===== config.mk =====
export PLATFORM = sky130hd
export DESIGN_NAME = adder_pipe
export DESIGN_NICKNAME = d
export VERILOG_FILES = /design/src/rtl/adder_pipe.sv
export SDC_FILE = /design/constraint.sdc
export NUM_CORES = 1
export LEC_CHECK = 0
export ABC_AREA = 1
export CORE_ASPECT_RATIO = 1.4
export CORE_MARGIN = 5
export CORE_UTILIZATION = 45
export DETAILED_ROUTE_END_ITERATION = 6
export PLACE_DENSITY = 0.84
export SLEW_MARGIN = 5
export SYNTH_ARGS = -nofsm -noshare
export SYNTH_HDL_FRONTEND = slang
export SYNTH_SLANG_ARGS = --single-unit

===== constraint.sdc =====
create_clock -name clk -period 3.1 [get_ports clk]
set_clock_uncertainty 0.05 [all_clocks]
set_input_delay 0.775 -clock clk [delete_from_list [all_inputs] [get_ports clk]]
set_output_delay 0.775 -clock clk [all_outputs]
set_load 0.05 [all_outputs]

===== src/rtl/adder_pipe.sv =====
// Two-stage pipelined adder/subtractor with valid/ready handshakes on both sides.
// Optional macro ADDER_PIPE_SAT_EN enables unsigned saturation of s in stage 2.
module adder_pipe #(
  parameter int WIDTH = 8
) (
  input  logic             clk,
  input  logic             rst,
  input  logic             in_valid,
  output logic             in_ready,
  input  logic [WIDTH-1:0] a,
  input  logic [WIDTH-1:0] b,
  input  logic             cin,
  input  logic             op,
  output logic             out_valid,
  input  logic             out_ready,
  output logic [WIDTH-1:0] s,
  output logic             cout,
  output logic             ovf
);

  localparam int H = WIDTH / 2;

  // Handshake: a transfer happens on a side when its valid and ready are both 1
  // at a rising edge. valid never waits on ready; in_ready never looks at in_valid.

  logic             v1;
  logic [H-1:0]     lo1;
  logic             c1;
  logic [H-1:0]     a_hi1;
  logic [H-1:0]     b_hi1;
`ifdef ADDER_PIPE_SAT_EN
  logic             op1;
`endif

  logic             adv2;
  logic [WIDTH-1:0] bp;
  logic             c0;
  logic [H:0]       lo_full;
  logic [H:0]       hi_full;
  logic [WIDTH-1:0] s_raw;
  logic [WIDTH-1:0] s_next;
  logic             cout_raw;
  logic             ovf_raw;

  assign adv2     = !out_valid || out_ready;
  assign in_ready = !v1 || adv2;

  // Subtract is a + ~b + 1; cin only matters for add.
  always_comb begin
    bp      = op ? ~b : b;
    c0      = op ? 1'b1 : cin;
    lo_full = {1'b0, a[H-1:0]} + {1'b0, bp[H-1:0]} + {{H{1'b0}}, c0};
  end

  always_comb begin
    hi_full  = {1'b0, a_hi1} + {1'b0, b_hi1} + {{H{1'b0}}, c1};
    s_raw    = {hi_full[H-1:0], lo1};
    cout_raw = hi_full[H];
    ovf_raw  = (a_hi1[H-1] == b_hi1[H-1]) && (hi_full[H-1] != a_hi1[H-1]);
    s_next   = s_raw;
`ifdef ADDER_PIPE_SAT_EN
    // Unsigned clamp; cout/ovf still report the raw sum.
    if (!op1 && cout_raw)
      s_next = '1;
    else if (op1 && !cout_raw)
      s_next = '0;
`endif
  end

  always_ff @(posedge clk) begin
    if (rst) begin
      v1    <= 1'b0;
      lo1   <= '0;
      c1    <= 1'b0;
      a_hi1 <= '0;
      b_hi1 <= '0;
`ifdef ADDER_PIPE_SAT_EN
      op1   <= 1'b0;
`endif
    end else if (in_ready) begin
      v1 <= in_valid;
      if (in_valid) begin
        lo1   <= lo_full[H-1:0];
        c1    <= lo_full[H];
        a_hi1 <= a[WIDTH-1:H];
        b_hi1 <= bp[WIDTH-1:H];
`ifdef ADDER_PIPE_SAT_EN
        op1   <= op;
`endif
      end
    end
  end

  always_ff @(posedge clk) begin
    if (rst) begin
      out_valid <= 1'b0;
      s         <= '0;
      cout      <= 1'b0;
      ovf       <= 1'b0;
    end else if (adv2) begin
      out_valid <= v1;
      if (v1) begin
        s    <= s_next;
        cout <= cout_raw;
        ovf  <= ovf_raw;
      end
    end
  end

endmodule


==> results of run 1 <==
## metal layers
metal	wire (um)	track usage, %	vias to the layer above	share of wire (%)
met3	122	2.45	6	4.9
li1	-	-	561	-
met1	984	15.7	485	39
met5	0	0	-	0
met2	1320	25.4	35	53
met4	74	8.11	0	3.0
## layout make-up
cell class	instances	area, um^2
Inverter	14	52.6
Timing Repair Buffer	34	348
Sequential cell	25	500
Tap cell	37	46.3
Clock inverter	1	5.00
Fill cell	273	1130
Clock buffer	3	41.3
Multi-Input combinational cell	107	666
## cells in the final DEF, fill, tap and decap left out, drive strengths merged, types with 5 or more instances in the layout
| master | instances |
|---|---|
| ha | 6 |
| nand3 | 7 |
| dfxtp | 25 |
| o21ai | 21 |
| clkdlybuf4s50 | 32 |
| nor2 | 23 |
| a21oi | 20 |
| inv | 14 |
| xor2 | 5 |
| nand2 | 13 |
## metrics by stage
stage	cell area (um^2)	hold slack, ns
after floorplan	1280	0.379
after global placement	1610	0.401
after detailed placement	1610	0.409
after CTS	1660	0.424
after global routing	1660	0.441
final	1660	0.417
## power groups by stage
stage	logic (mW)	clock network, mW	registers [mW]
after floorplan	0.107	0	0.402
after global placement	0.198	0	0.368
after detailed placement	0.205	0	0.369
after CTS	0.207	0.192	0.362
after global routing	0.229	0.208	0.365
final	0.205	0.189	0.361
## state kept, by name (all words and copies together), names as in the netlist
| name | flops |
|---|---|
| lo1 | 4 |
| ovf | 1 |
| b_hi1 | 4 |
| s | 8 |
| c1 | 1 |
| v1 | 1 |
| a_hi1 | 4 |
| out_valid | 1 |
| cout | 1 |
## worst register-to-register path, cell delays in order (launching register included)
cell     delay [ns]
dfxtp_1        0.34
fa_1           0.48
inv_1          0.09
fa_1           0.19
inv_1          0.05
nand2_1        0.07
a21oi_1        0.07
nor3_1         0.14
nor2_1         0.05
## cells by family (layout without fill, tap and decap cells)
family                   count (synthesis)  in the layout  synth area share (%)
AND/OR/NAND/NOR                         46             46                  16.5
AO/OA/AOI/OAI                           42             42                  17.2
flip-flops                              25             25                  39.0
buffers and inverters                   21             52                  9.07
adder cells (fa/ha/maj)                 10             10                  12.1
XOR/XNOR                                 9              9                  6.15
## cell usage after synthesis
master    count
o21ai_0      20
buf_4         1
clkbuf_1      1
dfxtp_1      25
xor2_1        5
nand3_2       2
a21oi_2       1
inv_2         1
nor3_1        2
nand3_1       5
nand2_1      12
or2_2         1
a21o_1        1
ha_1          6
inv_1        13
nand2_4       1
xnor2_1       4
clkbuf_4      1
o21ai_2       1
fa_1          4
a21oi_1      19
nor2_1       22
buf_6         4
nor2_4        1
## path summary, 6_finish.rpt
| kind | end | slack [ns] |
|---|---|---|
| worst max-delay path | c1 | 0.40 |
| worst min register to register | s[3] | 0.42 |
| worst max register to register | cout | 1.49 |
| worst min-delay path | s[3] | 0.42 |
==> flow_summary.yaml, run 1 <==
worst_setup_path:
  worst_ep_arrival_time_ns: 2.80
  critical_path_buf_inv_count: 1
  path_class: "in -> reg"
  critPathMaxStageDelay_ns: 0.48
  path_depth: 7
  worstPathCellList: "clkdlybuf4s50_1 -> or2_2 -> fa_1 -> fa_1 -> a21o_1 -> a21oi_1 -> a21oi_1"
  end_kind: "register"
  timing.reg2reg.worst_path_depth: 8
  crit_required_ns: 3.20
  rr_startpoint: "c1"
  start_kind: "input pin"
  cp-startpoint: "op"
  crit_family: "adder cells"
  cpMaxStageDelayCell: "clkdlybuf4s50_1"
  worst-path-max-fanout: 3
clocking:
  hold_buffers: 0
  cts_tree: "done"
  postCtsResizedCells: 0
  htreeDepth: 1
  cts_buffers: 3
  postCtsSetupRepairBufs: 0
  cts.sinks: 25
  clockBufferDepth: 2
  clk_pin_slew_ns: 0.08
  clockRootBuffer: "clkbuf_8"
  insertion_delay_ns: 0.26
floorplanning:
  io_pins: 34
  die_w_um: 55.1
  die_area_um2: 4030
  coreArea_um2: 2790
  fp.dieH_um: 73.2
  num_rows: 23
  start_util_pct: 45.9
pwr:
  combPwrFrac_pct: 27.1
  swShare_pct: 30.4
  p_sw_mw: 0.230
  p_per_area_nw_per_um2: 455
  clkPwrFrac_pct: 25.0
  internal_power_mw: 0.525
  seqPwrFrac_pct: 47.9
  leakage_nw: 0.693
  peakVddDrop_v: 0.000194
  power_mw: 0.755
drt:
  drc: 0
  avgRoutedWirePerCell_um: 11.3
  drt_wl_total_um: 2500
  num_vias: 1087
  ant_nets: 0
  firstDrtPassIters: 4
  via_per_inst: 4.92
  drt_iter0_markers: 25
synth:
  ys_ff_latch: 25
  yosys-top-cells-area: "dfxtp_1, o21ai_0, a21oi_1"
  yosysWarningCount: 0
  synth_seq_area_share_pct: 39.0
  syn-cell-area_um2: 1280
  syn_inst: 153
  avgSynthCellArea_um2: 8.38
  synth_cell_types: 24
  syn_nets: 185
  synth_top_area_cell: "dfxtp_1"
  post-synth-top-area-fraction_pct: 39.0
timing:
  slew_headroom_pct: 66.3
  setup_violations: 0
  drv_slew: 0
  finalCritPeriodShare_pct: 87.2
  fmax_ghz: 0.370
  worst_pin_slew_ns: 0.503
  final_hold_viol_count: 0
  period_minus_slack_ns: 2.70
  rsz0062_at_grt: "false"
  finalSetupTns_ns: 0
  fin_ws_ns: 0.398
placed_design:
  place_congestion: 0.807
  post-place-ws_ns: 0.122
  place_hpwl_um: 2060
  dpl.cell_count: 217
  port_buffers: 33
grt:
  grt_pass1_vias: 1113
  gr-total-overflow: 0
  antenna_found_initial: 0
  grt_max_degree: 21
  grtUsageTotal_pct: 14.5
  grt_first_pass_wirelength_um: 4400
hold_path:
  min_from: "lo1[3]"
  min_delay_path_depth: 2
  hold_class: "reg -> reg"
layout:
  syn_to_final_growth_pct: 29.4
  fin_util_pct: 59.4
  finalNetCount: 217
  n_antenna_cell: 0
  final_cells: 221
  layout-drive-gt1-share_pct: 7.61
run:
  maxCapViolations: 0
run_status:
  outcome: "finished, final reports clean"
(Power assumes the default switching activity.)
==> run 2, diff against run 1 <==
--- a/config.mk
+++ b/config.mk
@@ -10,7 +10,8 @@
 export CORE_MARGIN = 5
 export CORE_UTILIZATION = 45
 export DETAILED_ROUTE_END_ITERATION = 6
-export PLACE_DENSITY = 0.84
+export DONT_BUFFER_PORTS = 1
+export PLACE_DENSITY = 0.69
 export SLEW_MARGIN = 5
 export SYNTH_ARGS = -nofsm -noshare
 export SYNTH_HDL_FRONTEND = slang
==> run 2 against run 1 <==
Net effect: final cell count down 15%; setup slack better by 0.46 ns; clock power up 5%; flip-flop and latch count stayed put; worst hold slack worse by 0.011 ns; die area unchanged; largest cell class unchanged.
==> flow_summary.yaml, run 2 (synthesized netlist as in run 1, its figures left out) <==
grt:
  antenna_found_initial: 0
  grt_pass1_vias: 914
  gr-total-overflow: 0
  grt_max_degree: 21
  grt_first_pass_wirelength_um: 3810
  grtUsageTotal_pct: 12.9
drt:
  num_vias: 935
  ant_nets: 0
  avgRoutedWirePerCell_um: 12.4
  drt_wl_total_um: 2320
  drc: 0
  firstDrtPassIters: 4
  via_per_inst: 5.00
  drt_iter0_markers: 20
worst_setup_path:
  rr_startpoint: "out_valid"
  crit_family: "flip-flops"
  start_kind: "register"
  r2r_slack_ns: 1.10
  critPathMaxStageDelay_ns: 0.68
  worst-path-max-fanout: 3
  cp-startpoint: "out_valid"
  path_class: "reg -> out"
  end_kind: "primary output"
  crit_required_ns: 2.27
  worstPathCellList: "nand3_2"
  critical_path_buf_inv_count: 0
  cpMaxStageDelayCell: "dfxtp_1"
  worst_ep_arrival_time_ns: 1.42
timing:
  finalSetupTns_ns: 0
  final_hold_viol_count: 0
  slew_headroom_pct: 63.3
  holdWs_ns: 0.406
  fin_ws_ns: 0.859
  setup_violations: 0
  drv_slew: 0
  period_minus_slack_ns: 2.24
  fmax_ghz: 0.446
  rsz0062_at_grt: "false"
  worst_pin_slew_ns: 0.550
  finalCritPeriodShare_pct: 72.3
placed_design:
  port_buffers: 0
  place_hpwl_um: 1840
  place_congestion: 0.787
  post-place-ws_ns: 0.640
  post_dp_cell_area_um2: 1260
layout:
  n_fill_cell: 284
  largest_reg_flops: 8
  finalNetCount: 183
  syn_to_final_growth_pct: 2.44
  final_common_cell: "dfxtp_1"
  mostFrequentLayoutCells: "dfxtp_1, nor2_1, o21ai_0"
  largest_register: "s"
  layout-drive-gt1-share_pct: 8.00
  finish.instance_area_um2: 1310
  n_antenna_cell: 0
floorplanning:
  num_rows: 23
  die_area_um2: 4030
  fp.dieH_um: 73.2
  coreArea_um2: 2790
  io_pins: 34
  die_w_um: 55.1
  start_util_pct: 45.9
clocking:
  cts.sinks: 25
  postCtsSetupRepairBufs: 0
  cts_buffers: 3
  htreeDepth: 1
  clockRootBuffer: "clkbuf_8"
  insertion_delay_ns: 0.27
  hold_buffers: 0
  postCtsResizedCells: 0
  clk_pin_slew_ns: 0.09
  clockBufferDepth: 2
  cts_tree: "done"
run:
  maxCapViolations: 0
pwr:
  peakVddDrop_v: 0.000289
  p_per_area_nw_per_um2: 541
  leakage_nw: 0.553
run_status:
  outcome: "finished, final reports clean"
hold_path:
  min_from: "lo1[3]"
  hold_class: "reg -> reg"
[run 2: cell types whose count changed in the layout (fill, tap and decap cells not counted), sizes merged]
cell / before / now
clkinvlp: 0 / 1
buf: 2 / 0
clkinv: 1 / 0
clkdlybuf4s50: 32 / 0
[run 2: power by group]
part / switching, mW / internal (mW) / total [mW]
Clock: 0.107 / 0.0912 / 0.198
Combinational: 0.0661 / 0.0482 / 0.114
Sequential: 0.0512 / 0.347 / 0.398
[run 2: per-layer routing]
metal  vias up  part of all wire, %  track usage, %  wire (um)
met4         0                  1.9            5.68         43
met2        28                   47            20.9       1100
met1       412                   43            15.2       1000
met3         5                  7.5            3.68        173
met5         -                    0               0          0
li1        490                    -               -          -
[run 2: final cells by class]
cell class	instances	area [um^2]	share of cell area, %
Tap cell	37	46.3	3.52
Inverter	14	52.6	4.00
Sequential cell	25	500	38.1
Clock buffer	3	41.3	3.14
Clock inverter	1	7.51	0.571
Multi-Input combinational cell	107	666	50.7
[run 2: final timing paths]
kind,end,cells past startpoint
setup / recovery,in_ready,1
hold / removal,s[3],2
setup reg to reg,c1,5
hold reg to reg,s[3],2
[run 2: stage by stage]
stage	instances	utilization [%]	power (mW)
floorplan	153	-	0.509
global placement	183	45.3	0.517
detailed placement	183	45.3	0.521
CTS	187	47.1	0.720
global route	187	47.1	0.756
finish	187	47.1	0.711
==> run 3, diff against run 2 <==
--- a/config.mk
+++ b/config.mk
@@ -11,7 +11,7 @@
 export CORE_UTILIZATION = 45
 export DETAILED_ROUTE_END_ITERATION = 6
 export DONT_BUFFER_PORTS = 1
-export PLACE_DENSITY = 0.69
+export PLACE_DENSITY = 0.71
 export SLEW_MARGIN = 5
 export SYNTH_ARGS = -nofsm -noshare
 export SYNTH_HDL_FRONTEND = slang
==> constraint.sdc (replaced) <==
create_clock -name clk -period 1.92 [get_ports clk]
set_clock_uncertainty 0.05 [all_clocks]
set_input_delay 0.48 -clock clk [delete_from_list [all_inputs] [get_ports clk]]
set_output_delay 0.48 -clock clk [all_outputs]
set_load 0.05 [all_outputs]
==> run 3 against run 2 <==
Net effect: flip-flop and latch count unchanged; final cell count is 1.6% higher; setup slack worse by 0.71 ns; power is 61% higher; register-to-register slack got worse by 0.79 ns; via count grew 1.5%; first-iteration DRC count fell by 20%; die area unchanged; sequential share of layout area down 0.75 points; critical path type is now in -> reg.
==> flow_summary.yaml, run 3 (synthesized netlist as in run 1, its figures left out) <==
run_status:
  outcome: "finished, final reports clean"
layout:
  largest_register: "s"
  largest_reg_flops: 8
  mostFrequentLayoutCells: "dfxtp_1, nor2_1, o21ai_0, a21oi_1, inv_1"
  n_fill_cell: 290
  final_common_cell: "dfxtp_1"
  finish.instance_area_um2: 1340
  multi_input_area_um2: 673
  ff_latch_area_um2: 500
  fin_util_pct: 48.0
  finalNetCount: 186
  n_antenna_cell: 0
  layout-drive-gt1-share_pct: 10.5
  syn_to_final_growth_pct: 4.49
hold_path:
  min_from: "rst"
  min_delay_path_depth: 1
  hold_class: "in -> reg"
  hold-path-endpoint: "ovf"
clocking:
  clk_pin_slew_ns: 0.08
  clockRootBuffer: "clkbuf_8"
  hold_buffers: 0
  cts_tree: "done"
  insertion_delay_ns: 0.27
  cts.sinks: 25
  cts_buffers: 3
  clockBufferDepth: 2
  postCtsResizedCells: 0
  postCtsSetupRepairBufs: 0
  htreeDepth: 1
drt:
  drc: 0
  firstDrtPassIters: 4
  highest_layer: "met4"
  drt_iter0_markers: 16
  num_vias: 949
  dr_wl_met3_um: 155
  drt_wl_total_um: 2350
  ant_nets: 0
  avgRoutedWirePerCell_um: 12.3
  met1_length_um: 1000
  wl_met2_um: 1130
  via_per_inst: 4.99
grt:
  grt_first_pass_wirelength_um: 3860
  grt_pass1_vias: 906
  grt_max_degree: 21
  grtUsageTotal_pct: 13.2
  gr-total-overflow: 0
  antenna_found_initial: 0
worst_setup_path:
  start_kind: "input pin"
  critPathMaxStageDelay_ns: 0.41
  r2r_slack_ns: 0.31
  worst-path-max-fanout: 2
  cpMaxStageDelayCell: "fa_2"
  worst_ep_arrival_time_ns: 1.89
  r2r_end: "cout"
  path_class: "in -> reg"
  end_kind: "register"
  worstPathCellList: "or2_4 -> fa_2 -> fa_2 -> a21o_1 -> a21oi_1 -> a21oi_1"
  rr_startpoint: "c1"
  timing.reg2reg.worst_path_depth: 8
  crit_required_ns: 2.03
floorplanning:
  fp.dieH_um: 73.2
  coreArea_um2: 2790
  start_util_pct: 45.9
  die_area_um2: 4030
  io_pins: 34
  num_rows: 23
  die_w_um: 55.1
placed_design:
  port_buffers: 0
  place_hpwl_um: 1830
  post_dp_cell_area_um2: 1290
  place_congestion: 0.764
pwr:
  leakage_nw: 0.567
  p_per_area_nw_per_um2: 856
  peakVddDrop_v: 0.000560
timing:
  drv_slew: 0
  fmax_ghz: 0.563
  finalSetupTns_ns: 0
  slew_headroom_pct: 65.6
  period_minus_slack_ns: 1.78
  finalCritPeriodShare_pct: 92.5
  final_hold_viol_count: 0
  holdWs_ns: 0.206
  setup_violations: 0
  worst_pin_slew_ns: 0.516
  rsz0062_at_grt: "false"
run:
  maxCapViolations: 0
==> run 3: cell types whose count changed in the layout (fill, tap and decap cells not counted), sizes merged <==
cell      change
clkbuf        +1
buf           +3
clkinvlp      -1
==> run 3: worst max-delay path by stage <==
stage / start / endpoint / slack (ns)
floorplan: op / c1 / -0.22
global placement: cin / c1 / -0.14
detailed placement: cin / c1 / -0.15
CTS: cin / c1 / 0.14
global route: cin / c1 / 0.1
finish: cin / c1 / 0.14
==> run 3: per-stage QoR <==
step / std cells / power (mW) / setup slack [ns]
2_1_floorplan: 153 / 0.828 / -0.221
3_3_place_gp: 186 / 0.843 / -0.139
3_5_place_dp: 186 / 0.850 / -0.153
4_1_cts: 190 / 1.16 / 0.141
5_1_grt: 190 / 1.21 / 0.0960
6_report: 190 / 1.15 / 0.145
==> run 3: where the power goes <==
part / switching, mW / leakage [nW] / internal (mW)
registers: 0.0777 / 0.207 / 0.560
logic: 0.113 / 0.337 / 0.0837
clock network: 0.163 / 0.0228 / 0.149
total: 0.354 / 0.567 / 0.793
==> run 3: cell type report <==
| cell class | instances | area share [%] |
|---|---|---|
| Sequential cell | 25 | 37.3 |
| Timing Repair Buffer | 3 | 1.68 |
| Tap cell | 37 | 3.45 |
| Clock buffer | 4 | 3.36 |
| Multi-Input combinational cell | 107 | 50.2 |
| Inverter | 14 | 3.92 |
==> run 3: critical path, delay by kind of cell <==
family,cells,cell delay [ns]
AOI/OAI and AO/OA,3,0.36
adders and majority gates,2,0.81
and+or+nand+nor,1,0.23
==> run 3: layer usage <==
layer | vias to the layer above | GRT usage [%]
li1 | 500 | -
met1 | 419 | 15.4
met2 | 25 | 20.9
met3 | 5 | 3.89
met4 | 0 | 7.30
met5 | - | 0
